===== src/rtl/traffic_pkg.sv =====
// traffic_pkg: light codes and pedestrian state encoding shared across the intersection.
package traffic_pkg;
  localparam logic [2:0] LIGHT_RED    = 3'b100;
  localparam logic [2:0] LIGHT_YELLOW = 3'b010;
  localparam logic [2:0] LIGHT_GREEN  = 3'b001;
  typedef enum logic [1:0] {PED_DONT_WALK, PED_WALK, PED_FLASH} ped_state_t;
endpackage


===== src/rtl/button_sync.sv =====
// button_sync: two-flop synchroniser for the raw push-button plus a rising-edge pulse.
module button_sync (
  input  logic clock,
  input  logic reset,
  input  logic button,
  output logic pulse
);
  logic s1_q, s2_q, s3_q;
  always_ff @(posedge clock or negedge reset) begin
    if (!reset) begin
      s1_q <= 1'b0;
      s2_q <= 1'b0;
      s3_q <= 1'b0;
    end else begin
      s1_q <= button;
      s2_q <= s1_q;
      s3_q <= s2_q;
    end
  end
  assign pulse = s2_q & ~s3_q;
endmodule


===== src/rtl/pedestrian_signal_controller.sv =====
// pedestrian_signal_controller: WALK / flashing clearance / DON'T WALK sequencing,
// gated on vehicle red entry, with abort when red ends early.
module pedestrian_signal_controller
  import traffic_pkg::*;
#(
  parameter int WALK_TICKS  = 10,
  parameter int FLASH_TICKS = 5,
  parameter int TICK_DIV    = 10,
  parameter int CNT_W       = 8
) (
  input  logic             clock,
  input  logic             reset,
  input  logic [2:0]       light,
  input  logic             button,
  output logic             walk,
  output logic             dont_walk,
  output logic [CNT_W-1:0] countdown,
  output logic             req_pending,
  output logic             abort,
  output logic             fault
);
  localparam int PW = (TICK_DIV > 2) ? $clog2(TICK_DIV) : 1;
  localparam logic [PW-1:0]    PRE_MAX  = PW'(TICK_DIV - 1);
  localparam logic [PW-1:0]    PRE_HALF = PW'(TICK_DIV / 2);
  localparam logic [CNT_W-1:0] WALK_LD  = CNT_W'(WALK_TICKS);
  localparam logic [CNT_W-1:0] FLASH_LD = CNT_W'(FLASH_TICKS);

  ped_state_t       state_q, state_d;
  logic [CNT_W-1:0] cnt_q, cnt_d;
  logic [PW-1:0]    pre_q, pre_d;
  logic             red_prev_q, red_prev_d;
  logic             req_q, req_d;
  logic             abort_q, abort_d;
  logic             fault_q, fault_d;
  logic             walk_q, walk_d;
  logic             dont_walk_q, dont_walk_d;
  logic             btn_pulse, is_red, legal, red_entry, wrap, expire;

  button_sync u_sync (
    .clock  (clock),
    .reset  (reset),
    .button (button),
    .pulse  (btn_pulse)
  );

  assign is_red    = light == LIGHT_RED;
  assign legal     = is_red || light == LIGHT_YELLOW || light == LIGHT_GREEN;
  assign red_entry = is_red & ~red_prev_q;
  assign wrap      = pre_q == PRE_MAX;

  always_comb begin
    state_d    = state_q;
    cnt_d      = cnt_q;
    pre_d      = pre_q;
    abort_d    = 1'b0;
    expire     = 1'b0;
    red_prev_d = is_red;
    fault_d    = fault_q | ~legal;
    case (state_q)
      PED_DONT_WALK: begin
        if (red_entry && (req_q || btn_pulse)) begin
          state_d = PED_WALK;
          cnt_d   = WALK_LD;
          pre_d   = '0;
        end
      end
      PED_WALK, PED_FLASH: begin
        // Losing red always wins, even on the tick that would end the phase.
        if (!is_red) begin
          state_d = PED_DONT_WALK;
          abort_d = 1'b1;
          cnt_d   = '0;
          pre_d   = '0;
        end else begin
          pre_d = wrap ? '0 : pre_q + PW'(1);
          if (wrap) begin
            cnt_d = cnt_q - CNT_W'(1);
            if (cnt_q == CNT_W'(1)) begin
              state_d = (state_q == PED_WALK) ? PED_FLASH : PED_DONT_WALK;
              cnt_d   = (state_q == PED_WALK) ? FLASH_LD : '0;
              expire  = state_q == PED_FLASH;
            end
          end
        end
      end
      default: begin
        state_d = PED_DONT_WALK;
        cnt_d   = '0;
        pre_d   = '0;
      end
    endcase
    req_d       = btn_pulse | (req_q & ~expire);
    walk_d      = state_d == PED_WALK;
    dont_walk_d = state_d == PED_DONT_WALK || (state_d == PED_FLASH && pre_d < PRE_HALF);
  end

  always_ff @(posedge clock or negedge reset) begin
    if (!reset) begin
      state_q     <= PED_DONT_WALK;
      cnt_q       <= '0;
      pre_q       <= '0;
      red_prev_q  <= 1'b0;
      req_q       <= 1'b0;
      abort_q     <= 1'b0;
      fault_q     <= 1'b0;
      walk_q      <= 1'b0;
      dont_walk_q <= 1'b1;
    end else begin
      state_q     <= state_d;
      cnt_q       <= cnt_d;
      pre_q       <= pre_d;
      red_prev_q  <= red_prev_d;
      req_q       <= req_d;
      abort_q     <= abort_d;
      fault_q     <= fault_d;
      walk_q      <= walk_d;
      dont_walk_q <= dont_walk_d;
    end
  end

  assign walk        = walk_q;
  assign dont_walk   = dont_walk_q;
  assign countdown   = cnt_q;
  assign req_pending = req_q;
  assign abort       = abort_q;
  assign fault       = fault_q;
endmodule


===== config.mk =====
export PLATFORM = sky130hd
export DESIGN_NAME = pedestrian_signal_controller
export DESIGN_NICKNAME = d
export VERILOG_FILES = /design/src/rtl/traffic_pkg.sv /design/src/rtl/button_sync.sv /design/src/rtl/pedestrian_signal_controller.sv
export SDC_FILE = /design/constraint.sdc
export NUM_CORES = 1
export LEC_CHECK = 0
export CORE_MARGIN = 5
export CORE_UTILIZATION = 45
export DETAILED_ROUTE_END_ITERATION = 16
export GPL_ROUTABILITY_DRIVEN = 0
export HOLD_SLACK_MARGIN = 0.12
export PLACE_DENSITY_LB_ADDON = 0.1
export SETUP_SLACK_MARGIN = 0.1
export SKIP_CTS_REPAIR_TIMING = 1
export SYNTH_ARGS = -nofsm -noshare
export SYNTH_HDL_FRONTEND = slang
export SYNTH_SLANG_ARGS = --single-unit
export TNS_END_PERCENT = 1

===== constraint.sdc =====
create_clock -name clock -period 2.01 [get_ports clock]
set_input_delay 0.201 -clock clock [delete_from_list [all_inputs] [get_ports clock]]
set_output_delay 0.201 -clock clock [all_outputs]
set_load 0.05 [all_outputs]

==> run summary, run 1 <==
Critical Path RT: 2.24 ns
Worst-path cell chain: inv_1, ha_1, or4b_4, nor3_2, nor2_1, nand2_2, a21oi_2, o31ai_2
PwrDens: 1100 mW/mm^2
Static leakage: 0.645 nW
Critical path peak fanout: 4
Finished Core Util: 56.5%
Die Y: 62.5 um
Hold slack: 0.221 ns
Slew Limit Headroom: 66.8%
Commonest non-fill, non-tap cells in the layout: dfrtp_1, clkdlybuf4s50_1, nor2_1
Worst Skew: 0.000734 ns
Final Cell Area: 0.00153 mm^2
DR DRC count: 0
Antenna-violating nets left: 0
Max Fclk: 539 MHz
Clock transition at path regs: 0.12 ns
Most common cell after layout, fill and taps aside: dfrtp_1
Status: complete, no violations
Avg Cell Area, Syn: 10.0 um^2
IO Pins: 19
CP max stage delay: 0.49 ns
Register Area: 579 um^2
Post-Place Setup Slack: 0.0412 ns
Worst Setup Start Kind: flip-flop
Max-cap violations: 0
CTS max path bufs: 2
Synth-to-Final Area Change: 23.3%
Fillers: 250
Initial antenna violation count: 0
Vias: 961
Placed cells: 176
Antenna Diode Count: 0
1st-iter DRT viols: 35
H-Tree Depth: 1
WP depth: 8
Mapped Area: 0.00124 mm^2
FP Rows: 19
Sink Count: 23
Initial Utilization: 45.8%
Via density: 5.31
Setup TNS Final: 0 ns
Slew @ Worst Pin: 0.496 ns
Final #Nets: 165
CTS Buf Count: 3
Root Buffer: clkbuf_4
Synth unique cells: 39
First-pass GRT wire length: 4170 um
# setup viols final: 0
Final wirelength: 2410 um
Largest net degree at the start of global routing: 24
Final hold violations: 0
Total GRT Usage: 12.9%
Worst EP arrival: 2.09 ns
Reg2reg setup slack: 0.15 ns
FF-to-FF path depth: 8
Syn. warnings: 0
Bufs and invs on worst path: 1
Vias in the first global route: 971
Final HPWL DP: 1870 um
Synth Instances: 124
Layout cell share with drive strength beyond 1: 16.0%
Worst setup margin: 0.153 ns
Mapped Nets: 138
Worst VDD drop: 796 uV
Core box area: 0.00271 mm^2
Worst r2r src: countdown[1]
Die ar.: 0.00391 mm^2
Most used DFF post-synth: dfrtp_1
PortBufs: 18
#FFs+latches synth: 23
Post-Layout Cell Count: 181
Delay-heaviest family, CP: simple AND/OR/NAND/NOR gates
Post-synth ARST share: 100%
Slowest cell on the critical path: or4b_4
Crit end category: flip-flop
Total power: 1.68 mW
Period utilization: 92.4%
RSZ-0062 raised after global routing: yes
Final Max Tran Viols: 0
Crit path kind: reg2reg
Die W: 62.5 um
Min Clock Period, post-route: 1.86 ns
CTS tree: built
Number of synthesized flops with an enable pin: 0
Drt wl/cell: 13.3 um
Seq/Total Area, Yosys: 46.4%
Worst skew pair latency: 0.31 ns
Placed inst area: 0.00149 mm^2
Hold WC Path Type: in2async
CP endpoint: dont_walk
Worst r2r dst: dont_walk
Critical path startpoint: countdown[1]
Area of the multi-input gates: 621 um^2
GRT overflow: 0
DR pass1 iterations: 4
## synth_stat cells, drive strengths merged, types with 2 or more instances
library cell	instances	area share (%)
a21oi	4	1.9
nor3	9	4.0
nor3b	2	1.2
o21ai	8	3.2
or3	3	1.5
buf	3	1.2
nand3	4	1.6
inv	9	2.7
ha	8	8.1
nor2	17	5.7
nor2b	3	1.7
xnor2	5	3.5
dfrtp	22	44
o31ai	5	3.4
nand2	3	1.1
nand2b	4	2.6
## flip-flops by register name (all words and copies together), names as in the netlist
register and count:
dont_walk 1, red_prev_q 1, fault 1, u_sync.s3_q 1
req_pending 1, pre_q 4, countdown 8, abort 1
walk 1, u_sync.s2_q 1, u_sync.s1_q 1, state_q 2
## metal layers
layer	track usage, %	up-vias	part of all wire (%)
li1	-	488	-
met1	16.1	454	48
met2	20.5	14	46
met3	3.60	5	4.1
met4	5.84	0	1.8
met5	0	-	0
## kinds of logic after synthesis
family	after synthesis	share of synthesized area, %
buffers and inverters	12	3.93
XOR/XNOR	5	3.52
adder cells (fa/ha/maj)	8	8.06
AO/OA/AOI/OAI	26	14.7
flip-flops	23	46.4
AND/OR/NAND/NOR	50	23.4
## where the power goes
group	switching, mW	internal, mW	leakage [nW]
clock network	0.134	0.0775	0.0150
logic	0.521	0.319	0.343
registers	0.0757	0.554	0.287
total	0.731	0.951	0.645
## worst min-delay path by stage
stage | from | to | slack, ns
after detailed placement | u_sync.s1_q | u_sync.s2_q | 0.34
after global routing | reset | fault | 0.23
after global placement | u_sync.s1_q | u_sync.s2_q | 0.34
final | reset | fault | 0.22
after floorplan | reset | abort | -0.09
after CTS | reset | countdown[7] | 0.22
## final cells by class
class | count | area share (%)
inverters | 9 | 2.21
flip-flops and latches | 23 | 37.8
clock buffers | 4 | 1.72
multi-input cells | 89 | 40.5
well taps | 31 | 2.53
repair buffers | 25 | 15.2
No activity file was read; power rests on OpenSTA's default activity.
==> run 2: changes to the inputs <==
- PLACE_DENSITY_LB_ADDON: 0.1 -> 0.25
- SLEW_MARGIN: not set -> 20
==> run summary, run 2 (same netlist as run 1, synthesis figures left out) <==
Period utilization: 93.0%
Antenna-violating nets left: 0
Sink Count: 23
RSZ-0062 raised after global routing: yes
Status: complete, no violations
Placed inst area: 0.00152 mm^2
Slew @ Worst Pin: 0.498 ns
Worst r2r dst: countdown[3]
CTS Buf Count: 3
Critical path peak fanout: 6
IO Pins: 19
Max-cap violations: 0
Initial Utilization: 45.8%
Layout cell share with drive strength beyond 1: 23.4%
1st-iter DRT viols: 17
DR pass1 iterations: 4
Finished Core Util: 60.3%
Final wirelength: 2470 um
Die W: 62.5 um
Max reg flops: 8
Combinational Power Share: 52.7%
Setup TNS Final: 0 ns
Slew Limit Headroom: 66.7%
Net Switching: 0.773 mW
Max Fclk: 535 MHz
Synth-to-Final Area Change: 31.6%
Final Max Tran Viols: 0
Vias in the first global route: 1041
Worst VDD drop: 731 uV
Internal: 1.02 mW
Hold WC Path Type: in2async
Worst EP arrival: 2.08 ns
CTS tree: built
First-pass GRT wire length: 4310 um
FF-to-FF path depth: 8
# setup viols final: 0
Switching part of the total: 43.2%
Die ar.: 0.00391 mm^2
Final #Nets: 173
Final hold violations: 0
Antenna Diode Count: 0
Static leakage: 0.688 nW
DR DRC count: 0
Crit end category: flip-flop
Crit path kind: reg2reg
Largest net degree at the start of global routing: 24
Clock transition at path regs: 0.12 ns
Min Clock Period, post-route: 1.87 ns
H-Tree Depth: 1
FP Rows: 19
Final HPWL DP: 1830 um
Final Cell Area: 0.00164 mm^2
Worst skew pair latency: 0.31 ns
Worst r2r src: countdown[1]
Drt wl/cell: 13.0 um
Flop pwr share: 35.5%
Hold slack: 0.219 ns
Vias: 993
Root Buffer: clkbuf_4
Fillers: 240
Initial antenna violation count: 0
Clock network power share: 11.8%
Worst Skew: 0.00417 ns
PortBufs: 18
CTS max path bufs: 2
Commonest non-fill, non-tap cells in the layout: dfrtp_1, clkdlybuf4s50_1, nor2_1, buf_4
Reg2reg setup slack: 0.14 ns
PwrDens: 1090 mW/mm^2
Total GRT Usage: 13.1%
Worst Setup Start Kind: flip-flop
GRT overflow: 0
Critical Path RT: 2.22 ns
Via density: 5.25
Die Y: 62.5 um
Core box area: 0.00271 mm^2
Most common cell after layout, fill and taps aside: dfrtp_1
[run 2: cell types whose count changed in the layout (fill, tap and decap cells not counted)]
cell,change
buf_4,+8
ha_1,-2
ha_4,+2
inv_1,-1
inv_2,+1
nand4bb_1,-1
nand4bb_4,+1
nor2_1,-1
nor2_2,+1
[run 2: critical path, stage by stage (launching register included)]
cell and delay, ns:
dfrtp_2 0.45, inv_2 0.09, ha_4 0.12, or4b_4 0.50
nor2_4 0.19, or2_4 0.17, nor3_1 0.05, o21ai_1 0.13
o31ai_1 0.08
[run 2: worst max-delay path by stage]
stage | from | cells after the start | end | slack (ns)
finish | countdown[1] | 8 | countdown[3] | 0.14
global route | countdown[1] | 8 | countdown[5] | 0.04
CTS | state_q[1] | 8 | countdown[4] | 0.06
detailed placement | light[0] | 7 | countdown[4] | 0.02
global placement | light[1] | 7 | countdown[4] | 0.03
floorplan | countdown[1] | 8 | countdown[3] | 0.14
[run 2: metal layers]
metal  up-vias  global-route usage, %  share of wire (%)
li1        501                      -                  -
met1       467                   15.6                 45
met2        20                   22.5                 48
met3         5                   3.60                4.6
met4         0                   4.77                1.7
met5         -                      0                  0
[run 2: stage by stage]
stage / total power [mW] / std cells / setup slack (ns)
2_1_floorplan: 1.21 / 124 / 0.145
3_3_place_gp: 1.48 / 179 / 0.0256
3_5_place_dp: 1.49 / 179 / 0.0197
4_1_cts: 1.70 / 183 / 0.0616
5_1_grt: 1.91 / 189 / 0.0402
6_report: 1.79 / 189 / 0.141
[run 2: power by group through the flow]
stage	Clock (mW)	Combinational (mW)	Sequential [mW]
6_report	0.212	0.943	0.634
5_1_grt	0.245	1.02	0.648
4_1_cts	0.216	0.856	0.630
3_5_place_dp	0	0.852	0.639
3_3_place_gp	0	0.846	0.635
2_1_floorplan	0	0.343	0.868
[run 2: cell type report]
cell class,instances,area (um^2),share of cell area [%]
inverters,9,33.8,2.07
repair buffers,33,293,17.9
well taps,31,38.8,2.37
clock buffers,4,26.3,1.61
multi-input cells,89,664,40.6
flip-flops and latches,23,579,35.4
